### src/rtl/fetch_unit_if.sv
// Fetch-unit bus bundle: ROM request/response, redirect, and the 2-wide decode handshake.
// The master side is the fetch unit; the slave side is the ROM/decode environment.
interface fetch_unit_if #(
  parameter int unsigned ADDR_WIDTH = 32,
  parameter int unsigned DATA_WIDTH = 32
);
  logic [ADDR_WIDTH-1:0] rom_addr;
  logic [DATA_WIDTH-1:0] rom_instruction_0;
  logic [DATA_WIDTH-1:0] rom_instruction_1;
  logic [1:0]            rom_valid;
  logic                  redirect_valid;
  logic [ADDR_WIDTH-1:0] redirect_pc;
  logic [1:0]            dec_valid;
  logic [DATA_WIDTH-1:0] dec_instruction_0;
  logic [DATA_WIDTH-1:0] dec_instruction_1;
  logic [ADDR_WIDTH-1:0] dec_pc_0;
  logic [ADDR_WIDTH-1:0] dec_pc_1;
  logic [1:0]            dec_ready;
  logic                  fetch_done;

  modport master (
    output rom_addr, dec_valid, dec_instruction_0, dec_instruction_1, dec_pc_0, dec_pc_1,
           fetch_done,
    input  rom_instruction_0, rom_instruction_1, rom_valid, redirect_valid, redirect_pc,
           dec_ready
  );

  modport slave (
    input  rom_addr, dec_valid, dec_instruction_0, dec_instruction_1, dec_pc_0, dec_pc_1,
           fetch_done,
    output rom_instruction_0, rom_instruction_1, rom_valid, redirect_valid, redirect_pc,
           dec_ready
  );
endinterface

### src/rtl/fetch_unit.sv
// Dual-word instruction fetch front end: requests pairs from the ROM, tags them with PCs,
// buffers them in an in-order queue and hands them to decode two at a time.
module fetch_unit #(
  parameter int unsigned ADDR_WIDTH  = 32,
  parameter int unsigned DATA_WIDTH  = 32,
  parameter logic [ADDR_WIDTH-1:0] BOOT_ADDR = '0,
  parameter int unsigned QUEUE_DEPTH = 8
) (
  input logic         clk,
  input logic         rst_n,
  fetch_unit_if.master bus
);

  localparam int unsigned PtrW = $clog2(QUEUE_DEPTH);
  localparam int unsigned CntW = PtrW + 1;

  typedef enum logic {StRun, StDrain} state_e;

  state_e                state_q, state_d;
  logic [ADDR_WIDTH-1:0] pc_q, pc_d;
  logic [PtrW-1:0]       head_q, head_d, tail_q, tail_d;
  logic [CntW-1:0]       count_q, count_d;
  logic                  done_q, done_d;

  logic [DATA_WIDTH-1:0] instr_mem [QUEUE_DEPTH];
  logic [ADDR_WIDTH-1:0] pc_mem    [QUEUE_DEPTH];

  logic [1:0]      n_req, n_enq, consumed, dec_valid;
  logic [CntW-1:0] free;
  logic            enq;

  // Redirect PCs are word aligned; the dropped offset bits are intentionally unused.
  logic unused_redirect_lsb;
  assign unused_redirect_lsb = ^bus.redirect_pc[1:0];

  // Request size from the ROM slot valids; a lone slot-1 word is not fetchable.
  always_comb begin
    n_req = 2'd0;
    if (bus.rom_valid == 2'b11)     n_req = 2'd2;
    else if (bus.rom_valid[0])      n_req = 2'd1;
    // Free space is taken before this cycle's dequeue, so a full queue stalls one extra cycle.
    free  = CntW'(QUEUE_DEPTH) - count_q;
    enq   = (state_q == StRun) && !bus.redirect_valid && (n_req != 2'd0) &&
            (free >= CntW'(n_req));
    n_enq = enq ? n_req : 2'd0;
  end

  // Decode handshake: slot 1 only counts when slot 0 is taken in the same cycle.
  always_comb begin
    dec_valid = {(count_q >= CntW'(2)), (count_q >= CntW'(1))} & ~{2{bus.redirect_valid}};
    consumed  = {1'b0, dec_valid[0] & bus.dec_ready[0]} +
                {1'b0, dec_valid[1] & bus.dec_ready[1] & bus.dec_ready[0]};
  end

  // Next-state for FSM, PC, queue pointers and the done flag; redirect overrides everything.
  always_comb begin
    state_d = state_q;
    pc_d    = pc_q;
    head_d  = head_q + PtrW'(consumed);
    tail_d  = tail_q + PtrW'(n_enq);
    count_d = count_q + CntW'(n_enq) - CntW'(consumed);
    done_d  = (state_q == StDrain) && (count_q == '0);
    if (enq) pc_d = pc_q + ADDR_WIDTH'({n_enq, 2'b00});
    if (state_q == StRun && !bus.rom_valid[0]) state_d = StDrain;
    if (bus.redirect_valid) begin
      state_d = StRun;
      pc_d    = {bus.redirect_pc[ADDR_WIDTH-1:2], 2'b00};
      head_d  = '0;
      tail_d  = '0;
      count_d = '0;
      done_d  = 1'b0;
    end
  end

  // Control state register.
  always_ff @(posedge clk or negedge rst_n) begin
    if (!rst_n) begin
      state_q <= StRun;
      pc_q    <= BOOT_ADDR;
      head_q  <= '0;
      tail_q  <= '0;
      count_q <= '0;
      done_q  <= 1'b0;
    end else begin
      state_q <= state_d;
      pc_q    <= pc_d;
      head_q  <= head_d;
      tail_q  <= tail_d;
      count_q <= count_d;
      done_q  <= done_d;
    end
  end

  // Queue storage; contents are only meaningful between head and tail, so no reset.
  always_ff @(posedge clk) begin
    if (enq) begin
      instr_mem[tail_q] <= bus.rom_instruction_0;
      pc_mem[tail_q]    <= pc_q;
      if (n_req == 2'd2) begin
        instr_mem[tail_q + PtrW'(1)] <= bus.rom_instruction_1;
        pc_mem[tail_q + PtrW'(1)]    <= pc_q + ADDR_WIDTH'(4);
      end
    end
  end

  assign bus.rom_addr          = pc_q;
  assign bus.dec_valid         = dec_valid;
  assign bus.dec_instruction_0 = instr_mem[head_q];
  assign bus.dec_instruction_1 = instr_mem[head_q + PtrW'(1)];
  assign bus.dec_pc_0          = pc_mem[head_q];
  assign bus.dec_pc_1          = pc_mem[head_q + PtrW'(1)];
  assign bus.fetch_done        = done_q;

endmodule

### src/flat_wrapper.sv
// flat-port wrapper written by rule: the top's interface ports become plain ports
module fetch_unit_flat 
#(
  parameter int unsigned ADDR_WIDTH  = 32,
  parameter int unsigned DATA_WIDTH  = 32,
  parameter logic [ADDR_WIDTH-1:0] BOOT_ADDR = '0,
  parameter int unsigned QUEUE_DEPTH = 8
)
  (clk, rst_n, bus_rom_addr, bus_dec_valid, bus_dec_instruction_0, bus_dec_instruction_1, bus_dec_pc_0, bus_dec_pc_1, bus_fetch_done, bus_rom_instruction_0, bus_rom_instruction_1, bus_rom_valid, bus_redirect_valid, bus_redirect_pc, bus_dec_ready);
  fetch_unit_if #(.ADDR_WIDTH(ADDR_WIDTH), .DATA_WIDTH(DATA_WIDTH)) bus_i ();
  input logic clk;
  input logic rst_n;
  output wire logic [$bits(bus_i.rom_addr)-1:0] bus_rom_addr;
  output wire logic [$bits(bus_i.dec_valid)-1:0] bus_dec_valid;
  output wire logic [$bits(bus_i.dec_instruction_0)-1:0] bus_dec_instruction_0;
  output wire logic [$bits(bus_i.dec_instruction_1)-1:0] bus_dec_instruction_1;
  output wire logic [$bits(bus_i.dec_pc_0)-1:0] bus_dec_pc_0;
  output wire logic [$bits(bus_i.dec_pc_1)-1:0] bus_dec_pc_1;
  output wire logic [$bits(bus_i.fetch_done)-1:0] bus_fetch_done;
  input wire logic [$bits(bus_i.rom_instruction_0)-1:0] bus_rom_instruction_0;
  input wire logic [$bits(bus_i.rom_instruction_1)-1:0] bus_rom_instruction_1;
  input wire logic [$bits(bus_i.rom_valid)-1:0] bus_rom_valid;
  input wire logic [$bits(bus_i.redirect_valid)-1:0] bus_redirect_valid;
  input wire logic [$bits(bus_i.redirect_pc)-1:0] bus_redirect_pc;
  input wire logic [$bits(bus_i.dec_ready)-1:0] bus_dec_ready;
  assign bus_rom_addr = bus_i.rom_addr;
  assign bus_dec_valid = bus_i.dec_valid;
  assign bus_dec_instruction_0 = bus_i.dec_instruction_0;
  assign bus_dec_instruction_1 = bus_i.dec_instruction_1;
  assign bus_dec_pc_0 = bus_i.dec_pc_0;
  assign bus_dec_pc_1 = bus_i.dec_pc_1;
  assign bus_fetch_done = bus_i.fetch_done;
  assign bus_i.rom_instruction_0 = bus_rom_instruction_0;
  assign bus_i.rom_instruction_1 = bus_rom_instruction_1;
  assign bus_i.rom_valid = bus_rom_valid;
  assign bus_i.redirect_valid = bus_redirect_valid;
  assign bus_i.redirect_pc = bus_redirect_pc;
  assign bus_i.dec_ready = bus_dec_ready;
  fetch_unit #(.ADDR_WIDTH(ADDR_WIDTH), .DATA_WIDTH(DATA_WIDTH), .BOOT_ADDR(BOOT_ADDR), .QUEUE_DEPTH(QUEUE_DEPTH)) u_core (.clk(clk), .rst_n(rst_n), .bus(bus_i));
endmodule
### config.mk
export PLATFORM = sky130hd
export DESIGN_NAME = fetch_unit_flat
export DESIGN_NICKNAME = d
export VERILOG_FILES = /design/src/rtl/fetch_unit_if.sv /design/src/rtl/fetch_unit.sv /design/src/flat_wrapper.sv
export SDC_FILE = /design/constraint.sdc
export NUM_CORES = 1
export LEC_CHECK = 0
export CORE_MARGIN = 5
export CORE_UTILIZATION = 59
export CTS_CLUSTER_SIZE = 28
export DETAILED_ROUTE_END_ITERATION = 8
export PLACE_DENSITY = 0.81
export SLEW_MARGIN = 30
export SYNTH_ARGS = -nofsm -noshare
export SYNTH_HDL_FRONTEND = slang
export SYNTH_SLANG_ARGS = --single-unit
### constraint.sdc
create_clock -name clk -period 11.6 [get_ports clk]
set_clock_uncertainty 0.1 [all_clocks]
set_input_delay 1.74 -clock clk [delete_from_list [all_inputs] [get_ports clk]]
set_output_delay 1.74 -clock clk [all_outputs]
set_load 0.01 [all_outputs]
# After elaboration in Yosys (flattened, before gate mapping)
# Memories as Yosys holds them, arrays and structs flattened.
# Index checks and enable logic that the tools add are counted.
# Widths: inputs -> output; s select.
dict set report word_totals {
  ram_bits 512
  elab_cells 56
  reg_bits 44
  n_memories 2
}
dict set report classes {
  n_eq_ne 2
  add_sub_neg 10
  n_reduce_logical 11
  muxes 16
  order_cmp 3
  bitwise 6
}
# name depth width read_ports rd_clocked_by_memory_dff write_ports line_no
set mem_list {}
lappend mem_list {u_core.instr_mem 8 32 2 0 2 fetch_unit.sv:25} ;# logic [DATA_WIDTH-1:0] instr_mem [QUEUE_DEPTH];
lappend mem_list {u_core.pc_mem 8 32 2 0 2 fetch_unit.sv:26} ;# logic [ADDR_WIDTH-1:0] pc_mem [QUEUE_DEPTH];
# operator count
set op_table {}
lappend op_table {{$mux 32} 2}
lappend op_table {{$add 32x3->32 const B} 1}
lappend op_table {{$add 32x4->32} 1}
lappend op_table {{$mux 1} 9}
lappend op_table {{$add 3x1->3 const B} 2}
lappend op_table {{$add 3x2->3} 2}
lappend op_table {{$mux 3} 2}
lappend op_table {{$reduce_bool 2->1} 3}
lappend op_table {{$logic_and 1x1->1} 5}
lappend op_table {{$add 4x2->4} 1}
lappend op_table {{$eq 2x2->1 const B} 2}
lappend op_table {{$ge 4x1->1 const B} 1}
lappend op_table {{$ge 4x2->1} 1}
lappend op_table {{$ge 4x2->1 const B} 1}
lappend op_table {{$logic_not 4->1} 1}
lappend op_table {{$mux 2} 2}
lappend op_table {{$mux 4} 1}
lappend op_table {{$sub 4x2->4} 1}
lappend op_table {{$sub 4x4->4 const A} 1}
lappend op_table {{$and 1x1->1} 3}
lappend op_table {{$add 1x1->2} 1}
lappend op_table {{$and 2x2->2} 1}
lappend op_table {{$logic_not 1->1} 2}
lappend op_table {{$not 2->2} 1}
lappend op_table {{$not 1->1} 1}

# Longest topological paths before layout
# Gate-level depths: netlist (run 1).
dict set report logic_depth {
  word_depth 9
  mapped_depth 15
  mapped_depth_nobuf 14
}

# Least setup slack after synthesis (run 1)
# Ideal clock, no wire load.
dict set report synth_path {
  path_type {input -> register}
  from {in bus_rom_valid[0]}
  to {mem u_core.instr_mem[0][0], enable pin}
  setup_ns 0.651
  path_buffers 1
  path_slack_ns 1.811
  required_time_ns 10.849
  path_stages 7
  arrival_time_ns 9.038
  path_cell_list {nor2b_1 > ha_1 > nand2b_1 > a211o_1 > buf_2 > o21ai_2 > o41ai_1}
}
# element line_no
set synth_rtl {}
lappend synth_rtl {{from (decl)} flat_wrapper.sv:22} ;# input wire logic [$bits(bus_i.rom_valid)-1:0] bus_rom_valid;
lappend synth_rtl {{to (decl)} fetch_unit.sv:25}

# Worst setup path after layout (run 1)
dict set report layout_path {
  from {reg u_core.head_q[0]}
  to {out bus_dec_instruction_1[11]}
}
dict set report layout_via {
  elab_chain_cells 2
}
# element line_no
set layout_lines {}
lappend layout_lines {{from (decl)} fetch_unit.sv:21} ;# logic [PtrW-1:0] head_q, head_d, tail_q, tail_d;
lappend layout_lines {{from (signal assigned)} fetch_unit.sv:80} ;# head_q <= '0;
lappend layout_lines {{from (signal assigned)} fetch_unit.sv:87} ;# head_q <= head_d;
lappend layout_lines {{$add 3x1->3} fetch_unit.sv:109} ;# assign bus.dec_instruction_1 = instr_mem[head_q + PtrW'(1)];
lappend layout_lines {{$mem_v2 8x32} --}
lappend layout_lines {{to (decl)} flat_wrapper.sv:16} ;# output wire logic [$bits(bus_i.dec_instruction_1)-1:0] bus_dec_instruction_1;
# Every way passes these cells.

==> results of run 1 <==
path summary, 6_finish.rpt:
| check | end | start |
|---|---|---|
| worst min register to register | u_core.bus.fetch_done$_DFF_PN0_ | u_core.state_q$_DFFE_PN0P_ |
| worst min-delay path | u_core.bus.fetch_done$_DFF_PN0_ | u_core.state_q$_DFFE_PN0P_ |
| worst max-delay path | bus_dec_instruction_1[11] | u_core.head_q[0]$_DFF_PN0_ |
| min in group asynchronous | u_core.bus.rom_addr[8]$_DFFE_PN0N_ | rst_n |
| worst max register to register | u_core.bus.rom_addr[30]$_DFFE_PN0N_ | u_core.count_q[0]$_DFF_PN0_ |
| max in group asynchronous | u_core.head_q[0]$_DFF_PN0_ | rst_n |
worst register-to-register path: stages (launching register included):
cell and delay (ns):
dfrtp_1 0.42, inv_1 0.15, ha_1 0.33, ha_1 0.34, a211o_1 0.62, o21ai_2 0.37
nor3b_1 0.58, ha_1 0.28, inv_1 0.06, fa_1 0.42, nand3b_1 0.23, a211o_1 0.49
or4_1 0.54, a31oi_1 0.18
logic make-up after synthesis:
| group | Yosys count | share of synthesized area |
|---|---|---|
| AOI/OAI and AO/OA | 103 | 0.02136 |
| adders and majority gates | 24 | 0.01045 |
| buffers and inverters | 298 | 0.04229 |
| DFF | 538 | 0.4931 |
| other | 1 | 0.0001160 |
| xor gates and xnor gates | 248 | 0.06717 |
| muxes | 374 | 0.2165 |
| and+or+nand+nor | 1188 | 0.1490 |
through the flow:
stage / hold slack, ns / setup slack, ns / std cells / instance area, sq um / power (mW)
finish: 0.6214 / 5.159 / 3606 / 37080 / 6.790
global route: 0.6203 / 4.934 / 3605 / 37070 / 7.026
CTS: 0.6080 / 4.848 / 3601 / 37010 / 6.790
detailed placement: 0.5787 / 4.842 / 3493 / 35120 / 4.938
global placement: 0.5723 / 4.978 / 3491 / 35060 / 4.879
floorplan: 0.4636 / 1.811 / 2779 / 32350 / 3.952
power by group:
| part | total (mW) | switching [mW] | internal [mW] | leakage (nW) |
|---|---|---|---|---|
| clock network | 1.86 | 0.774 | 1.09 | 0.917 |
| registers | 2.37 | 0.155 | 2.21 | 4.99 |
| logic | 2.56 | 1.20 | 1.35 | 7.00 |
layout make-up:
type                    count  area, sq um
flip-flops and latches    538        15960
repair buffers            300         2984
clock inverters            30        297.8
well taps                 696        870.8
multi-input cells        1943        15300
clock buffers              78         1590
fillers                  3640        16950
inverters                  18        67.56
diodes                      3        7.507
registers in the layout (all words and copies together) (netlist names):
register / flops
u_core.count_q: 4
u_core.state_q: 1
u_core.head_q: 3
u_core.tail_q: 3
u_core.instr_mem: 256
u_core.bus.rom_addr: 30
u_core.bus.fetch_done: 1
u_core.pc_mem: 240
routing by layer:
| layer | global-route usage | share of wire | vias to the layer above |
|---|---|---|---|
| li1 | - | - | 9984 |
| met1 | 0.4173 | 0.34 | 11690 |
| met2 | 0.5298 | 0.48 | 1877 |
| met3 | 0.05875 | 0.12 | 369 |
| met4 | 0.1469 | 0.052 | 0 |
| met5 | 0 | 0 | - |
cell usage in the layout, fill, tap and decap left out, types with 6 or more instances in the layout:
master and n:
nor2b_1 9, edfxtp_1 496, mux2_2 124, nor2_1 130, xnor2_1 136, ha_1 18, conb_1 6, clkbuf_1 17
o211ai_1 9, o21ai_4 6, nand2_1 935, and2_1 11, or4_1 11, clkdlybuf4s50_1 255, o21ai_0 32, xor2_1 110
bufinv_16 6, clkinv_1 13, a31oi_1 11, inv_1 18, and4_1 8, dfrtp_1 39, a211oi_1 7, clkbuf_16 61
buf_4 34, clkinv_2 7, nand3_1 21, mux4_2 248, nand4_1 23
==> impl_results.md, run 1 <==
- Flop-to-flop setup slack: 6.41 ns
- DIE WIDTH: 244.1 um
- Clock transition at the registers of the reported paths: 0.06 ns
- Clk root buf: clkbuf_16
- Critical path arrival: 4.60 ns
- Reg2Reg Depth: 13
- Crit path max fanout: 70
- Gr ovfl total: 0
- Post-Route WL: 97.33 mm
- Final setup viols: 0
- Worst ir drop on vdd: approximately 130 uV
- Worst-Margin Slew: between 0.9 and 1 ns
- Max Slew Vio Count: 0
- Post-synthesis cell type count: 63
- Routability cong.: 0.9300
- Family with the most delay on the worst path: buffers and inverters
- H-tree Lvls: 2
- Clk sinks: about 540
- MaxCap Viol Count: 0
- PostCTS Resize Cnt: 0
- Yosys synthesis warning count: 0
- Worst min path class: register to register
- Final period utilization: 0.5553
- WHS Path Cells: 1
- Largest net degree at the start of global routing: roughly 150
- F_max: 155.2 MHz
- Hold-fix buffers, CTS: 0
- CP Cell Sequence: ha_4 -> buf_6 -> mux4_2 -> mux2_2 -> clkdlybuf4s50_1
- Die area: 59590 sq um
- Share of layout cells above drive strength 1: 0.1854
- Initial antenna violation count: 2
- Syn Std Cell Area: 32340 sq um
- Synth Instances: 2774
- Clock Latency Late Sink: 0.62 ns
- Layout area overhead: 14.66%
- Max_slew headroom: 0.3357
- Final min period: 6.441 ns
- Main flop type after synthesis: edfxtp_1
- Post-CTS Setup Bufs: 0
- DRC: 0
- Post-synthesis sequential area ratio: 0.4931
- Stages on the worst setup path: 5
- Number of flops mapped to enable cells by yosys: 496
- Status: finished clean
- Die height: 244.1 um
- Initial core utilization: 0.5985
- Crit start category: register
- FFs w/ async S/R, synth: 0.07807
- CP endpoint kind: primary output
- Detail Route Antenna Nets: 0
- CP Buf/Inv Count: 2
- I/O Buffers: 257
- WS Path Type: register to primary output
- Avg Cell Area, Syn: 11.66 sq um
- Nets: 2986
- Global Route Usage Sum: 0.3203
- Initial DRC Count: 3717
- Power Dens Cells: 183.1 nW/um^2
- Final Hold Fails: 0
- Core Region: 54030 sq um
- RSZ-0062 raised after global routing: no
- Slowest library cell on the worst path: dfrtp_4
- Vias in the first global route: 24.24k
- Via count: 23.92k
- Leakage: 12.92 nW
- WL/cell: around 27 um
- CP max stage delay: 1.01 ns
- Vias per inst: 6.633
- Most common cell in the netlist: nand2_1
- Leading area contributor after synthesis: edfxtp_1
- I/O pin count: 266
- CTS Buf Count: 58
- Top cells by area, synth: edfxtp_1, mux4_2, nand2_1
- First-pass GRT wire length: 145.1 mm
- Setup_tns: 0 ns
- Yosys top cell area share: 0.4606
- Num rows: 85
- Final core utilization: 0.6863
- #FFs+latches synth: 538
- Synth cell count leaders: nand2_1, edfxtp_1, mux4_2
- CTS max path bufs: 3
- Required time worst endpoint: just under 10 ns
- CTS tree: built
- First-pass detailed-route iteration total: 8
- DP Wirelength: 56.12 mm
Note: power is estimated with default switching activity, not from simulation.
==> inputs of run 2 (changes only) <==
clock period = 6.7 ns   (was 11.6 ns; I/O delays follow)
==> impl_results.md, run 2 (synthesized netlist as in run 1, its figures left out) <==
- Clock Latency Late Sink: 0.63 ns (about the same)
- Core Region: 54030 sq um (unchanged)
- First-pass detailed-route iteration total: 6 (-2)
- Critical path arrival: 4.06 ns (-0.54 ns)
- I/O pin count: 266 (unchanged)
- Initial DRC Count: 3270 (-12%)
- PostCTS Resize Cnt: 0 (unchanged)
- Required time worst endpoint: 5.59 ns (-4.17 ns)
- Clk sinks: 538 (unchanged)
- Commonest non-fill, non-tap cells in the layout: nand2_1, edfxtp_1, clkdlybuf4s50_1, mux4_2, xnor2_1
- Max FFs per register: 256 (unchanged)
- Initial core utilization: 0.5985 (unchanged)
- Most used routing layer: met2
- RSZ-0062 raised after global routing: no
- DIE WIDTH: 244.1 um (unchanged)
- Family with the most delay on the worst path: buffers and inverters
- Layout area overhead: 15.02%
- Worst ir drop on vdd: 321.2 uV (+160%)
- Final period utilization: 0.7703
- Clock transition at the registers of the reported paths: 0.06 ns (about the same)
- First-pass GRT wire length: 148.4 mm (+2.2%)
- Setup_tns: 0 ns (unchanged)
- Power Dens Cells: 314.2 nW/um^2 (+72%)
- Worst-Margin Slew: 1.023 ns (+0.02631 ns)
- Pre-CTS setup slack: 1.469 ns (-3.373 ns)
- Final Hold Fails: 0 (unchanged)
- Final core utilization: 0.6884 (+0.002177)
- Die area: 59590 sq um (unchanged)
- Worst min path class: primary input to async pin
- I/O Buffers: 257 (unchanged)
- CP Buf/Inv Count: 2 (unchanged)
- Final setup viols: 0 (unchanged)
- Largest net degree at the start of global routing: 149 (+2.8%)
- Post-CTS Setup Bufs: 0 (unchanged)
- CTS Buf Count: 57 (-1.7%)
- Fill count: 3621 (-0.52%)
- Slowest library cell on the worst path: ha_4
- Crit start category: register
- Vias per inst: 6.664 (+0.47%)
- Gr ovfl total: 0 (unchanged)
- Post-Route WL: 99.28 mm (+2.0%)
- Final min period: 5.161 ns
- Leakage: 12.96 nW (+0.34%)
- CP Cell Sequence: ha_4 -> buf_12 -> mux4_2 -> mux2_2 -> clkdlybuf4s50_1
- Commonest non-fill, non-tap cell in the layout: nand2_1
- Met1 GRT Util: 0.4266 (+0.009307)
- Max Slew Vio Count: 0 (unchanged)
- Routability cong.: 0.9231 (-0.74%)
- Initial antenna violation count: 4 (+2)
- Num rows: 85 (unchanged)
- CTS tree: built
- Final WS setup: 1.539 ns (-3.619 ns)
- Max_slew headroom: 0.3182 (-0.01754)
- Vias in the first global route: 24.69k (+1.9%)
- Clk root buf: clkbuf_16
- MaxCap Viol Count: 0 (unchanged)
- CP max stage delay: 0.89 ns (-0.12 ns)
- Global routing usage on met2: 0.5306 (+0.0007395)
- Register Area: 15960 sq um (unchanged)
- Die height: 244.1 um (unchanged)
- Met3 usage: 0.06945 (+0.01070)
- Global Route Usage Sum: 0.3275 (+0.007137)
- WS Path Type: register to primary output
- Crit path max fanout: 78 (+11%)
- Nets: 2991 (+0.17%)
- Share of layout cells above drive strength 1: 0.1865 (+0.001119)
- Multi-input logic area: 15310 sq um (about the same)
- Hold-fix buffers, CTS: 0 (unchanged)
- CP endpoint kind: primary output
- CTS max path bufs: 3 (unchanged)
- DP Wirelength: 56.82 mm (+1.3%)
- H-tree Lvls: 2 (unchanged)
- DRC: 0 (unchanged)
- Status: finished clean
- Via count: 24.06k (+0.61%)
- F_max: 193.8 MHz
- Detail Route Antenna Nets: 0 (unchanged)
- Top reg by flops: u_core.instr_mem
- WL/cell: 27.49 um (+1.9%)
-- run 2: cell types whose count changed in the layout (fill, tap and decap cells not counted), sizes merged --
cell | previous run | this run
inv | 19 | 20
diode | 3 | 4
buf | 45 | 51
clkbuf | 78 | 70
clkinv | 22 | 29
bufinv | 6 | 4
-- run 2: per-stage QoR --
step                      cells  hold slack (ns)  cell area, sq um  total power, mW
after global routing       3609           0.3157             37190            12.10
after detailed placement   3497           0.5152             35300            8.588
after global placement     3493           0.5278             35180            8.483
after floorplan            2779           0.4636             32360            6.842
final                      3611           0.2704             37190            11.69
after CTS                  3603           0.4574             37090            11.66
-- run 2: layout make-up --
class                   count  share of cell area
diodes                      4           0.0002691
clock buffers              70             0.04080
well taps                 696             0.02341
inverters                  18            0.001817
repair buffers            306             0.08565
flip-flops and latches    538              0.4290
clock inverters            36            0.007300
multi-input cells        1943              0.4117
-- run 2: power breakdown --
group | internal, mW | switching (mW)
Clock | 1.75 | 1.34
Combinational | 2.37 | 2.15
Sequential | 3.83 | 0.228
-- run 2: final timing paths --
path,to,cells after the start,slack [ns],start
worst min-delay path,u_core.bus.fetch_done$_DFF_PN0_,1,0.27,rst_n
worst min register to register,u_core.bus.fetch_done$_DFF_PN0_,1,0.56,u_core.state_q$_DFFE_PN0P_
max in group asynchronous,u_core.head_q[1]$_DFF_PN0_,1,5.78,rst_n
min in group clk,u_core.bus.fetch_done$_DFF_PN0_,1,0.56,u_core.state_q$_DFFE_PN0P_
worst max-delay path,bus_dec_pc_1[5],5,1.54,u_core.head_q[0]$_DFF_PN0_
worst max register to register,u_core.instr_mem[7][6]$_DFFE_PP_,8,2.32,u_core.count_q[0]$_DFF_PN0_
-- run 2: routing by layer --
metal  vias up  routed length [um]
met1     11790               34030
met4         0                5073
met3       367               12420
met2      1918               47750
met5         -                   0
li1       9992                   -
==> variant (settings of run 1) <==
`QUEUE_DEPTH` is set to 8 in 2 places; all go to 4.
--- a/src/rtl/fetch_unit.sv
+++ b/src/rtl/fetch_unit.sv
@@ -5,5 +5,5 @@
   parameter int unsigned DATA_WIDTH  = 32,
   parameter logic [ADDR_WIDTH-1:0] BOOT_ADDR = '0,
-  parameter int unsigned QUEUE_DEPTH = 8
+  parameter int unsigned QUEUE_DEPTH = 4
 ) (
   input logic         clk,
--- a/src/flat_wrapper.sv
+++ b/src/flat_wrapper.sv
@@ -5,5 +5,5 @@
   parameter int unsigned DATA_WIDTH  = 32,
   parameter logic [ADDR_WIDTH-1:0] BOOT_ADDR = '0,
-  parameter int unsigned QUEUE_DEPTH = 8
+  parameter int unsigned QUEUE_DEPTH = 4
 )
   (clk, rst_n, bus_rom_addr, bus_dec_valid, bus_dec_instruction_0, bus_dec_instruction_1, bus_dec_pc_0, bus_dec_pc_1, bus_fetch_done, bus_rom_instruction_0, bus_rom_instruction_1, bus_rom_valid, bus_redirect_valid, bus_redirect_pc, bus_dec_ready);
Check against the original RTL: not equivalent (a bounded check fails within 4 cycles, from zero or initial values and one cycle with rst_n low).
==> variant against run 1 <==
  * Synthesized cell count fell by 47%
  * Wire length fell by 52%
  * Total power fell by 49%
  * Final area fell by 45%
  * Area after synthesis fell by 49%
  * Setup slack improved by 0.99 ns
  * Critical path depth rose by 8
  * Register-to-register slack improved by 0.98 ns
  * Sequential cell count fell by 251
  * Largest power group is now sequential cells
==> variant: results (changes against run 1) <==
worst path arrival time: 5.77 ns (+1.17 ns)
Largest Register: u_core.instr_mem
GRT Util Overall: 29.53% (-2.5 points)
status: completed
n_diodes: 0 (-3)
max reg flops: 128 (-50%)
clock buffer depth: 3 (unchanged)
# Post-CTS Setup Buffers: 0 (unchanged)
worst-path maximum fanout: 12 (-83%)
1st-pass router iterations: 8 (unchanged)
Resize count post-CTS: 0 (unchanged)
leakage power: 7.294 nW (-44%)
most common cell after layout, fill and taps aside: nand2_1
synth cell count leaders: nand2_1, edfxtp_1, mux4_2, nor2_1
synth warn: 0 (unchanged)
CP max stage cell: clkdlybuf4s50_1
port buffer count: 257 (unchanged)
via count: 12830 (-46%)
H-tree levels: 2 (unchanged)
pin count of the biggest net entering global routing: 69 (-52%)
cell area after placement: 19380 sq um (-45%)
CTS Buf Count: 34 (-41%)
# fillers: 1836 (-50%)
Nets: 1783 (-40%)
internal power: 2.466 mW (-47%)
initial antenna violation count: 0 (-2)
Avg WL per Cell: 22.49 um (-17%)
sequential share of the synthesized area: 50.84% (+1.5 points)
Yosys cell types: 60 (-4.8%)
drt initial violations: 1535 (-59%)
vias in the first global route: 12820 (-47%)
first-pass GRT wire length: 71490 um (-51%)
Min-Delay Path Class: flip-flop to flip-flop
Clock Root Buffer: clkbuf_16
Post-synth EDFFs: 248 (-50%)
Worst-path clk slew: 0.06 ns (about the same)
Async S/R FF share, synth: 13.59% (+5.8 points)
maximum VDD drop: 112.7 uV (-11%)
Final HPWL DP: 30540 um (-46%)
Rel. slew slack: 33.58% (about the same)
Final GP Congestion: 0.8965 (-3.6%)
Post-synth top flop: edfxtp_1
Largest delay share family, worst path: simple AND/OR/NAND/NOR gates
CP max stage delay: 0.66 ns (-0.35 ns)
clk_lat worst skew: 0.51 ns (-0.11 ns)
share of layout cells above drive strength 1: 13.50% (-5.0 points)
Synth area leaders: edfxtp_1, mux4_2, nand2_1
-- variant: worst paths after layout --
kind                                         from                      end  slack, ns  depth (start not counted)
worst min register to register     u_core.state_q    u_core.bus.fetch_done       0.48                          1
worst min-delay path               u_core.state_q    u_core.bus.fetch_done       0.48                          1
min in group asynchronous                   rst_n  u_core.bus.rom_addr[28]       1.11                          1
max in group asynchronous                   rst_n         u_core.head_q[0]       9.85                          1
worst max-delay path             bus_rom_valid[0]  u_core.bus.rom_addr[23]       6.15                         13
worst max register to register  u_core.count_q[0]  u_core.bus.rom_addr[23]       7.39                         13
-- variant: metrics by stage --
step	total power [mW]	hold slack [ns]	setup WS, ns	cells	util, %
6_report	3.437	0.4771	6.148	2067	74.04
5_1_grt	3.571	0.4866	5.948	2067	74.04
4_1_cts	3.448	0.4596	5.917	2066	73.92
3_5_place_dp	2.346	0.4336	5.656	2005	69.76
3_3_place_gp	2.324	0.4419	5.673	2005	69.74
2_1_floorplan	1.866	0.3974	3.240	1463	-
-- variant: cell families after synthesis --
kind of cell | Yosys count | share of synthesized area (%)
AND/OR/NAND/NOR | 707 | 18.14
flip-flops | 287 | 50.84
XOR/XNOR | 132 | 6.978
multiplexers | 129 | 17.16
buffers and inverters | 129 | 3.308
AO/OA/AOI/OAI | 57 | 2.296
adder cells (fa/ha/maj) | 16 | 1.254
other | 1 | 0.02264
-- variant: power by group through the flow --
stage	Sequential, mW	Clock [mW]	Combinational, mW
final	1.28	1.11	1.05
after global routing	1.29	1.16	1.12
after CTS	1.29	1.12	1.04
after detailed placement	1.31	0	1.03
after global placement	1.31	0	1.02
after floorplan	1.24	0	0.624
-- variant: cell type report --
type	count	area [sq um]	area share, %
flip-flops and latches	287	8431	40.99
inverters	12	45.04	0.2190
clock inverters	17	235.2	1.144
multi-input cells	1047	7690	37.38
well taps	378	473.0	2.299
repair buffers	282	2776	13.50
clock buffers	44	919.6	4.471
-- variant: routing by layer --
| layer | GRT usage [%] | routed length, um | vias to the layer above |
|---|---|---|---|
| li1 | - | - | 5592 |
| met1 | 39.74 | 17180 | 6283 |
| met2 | 48.23 | 22410 | 848 |
| met3 | 7.882 | 5786 | 103 |
| met4 | 7.928 | 1104 | 0 |
| met5 | 0 | 0 | - |
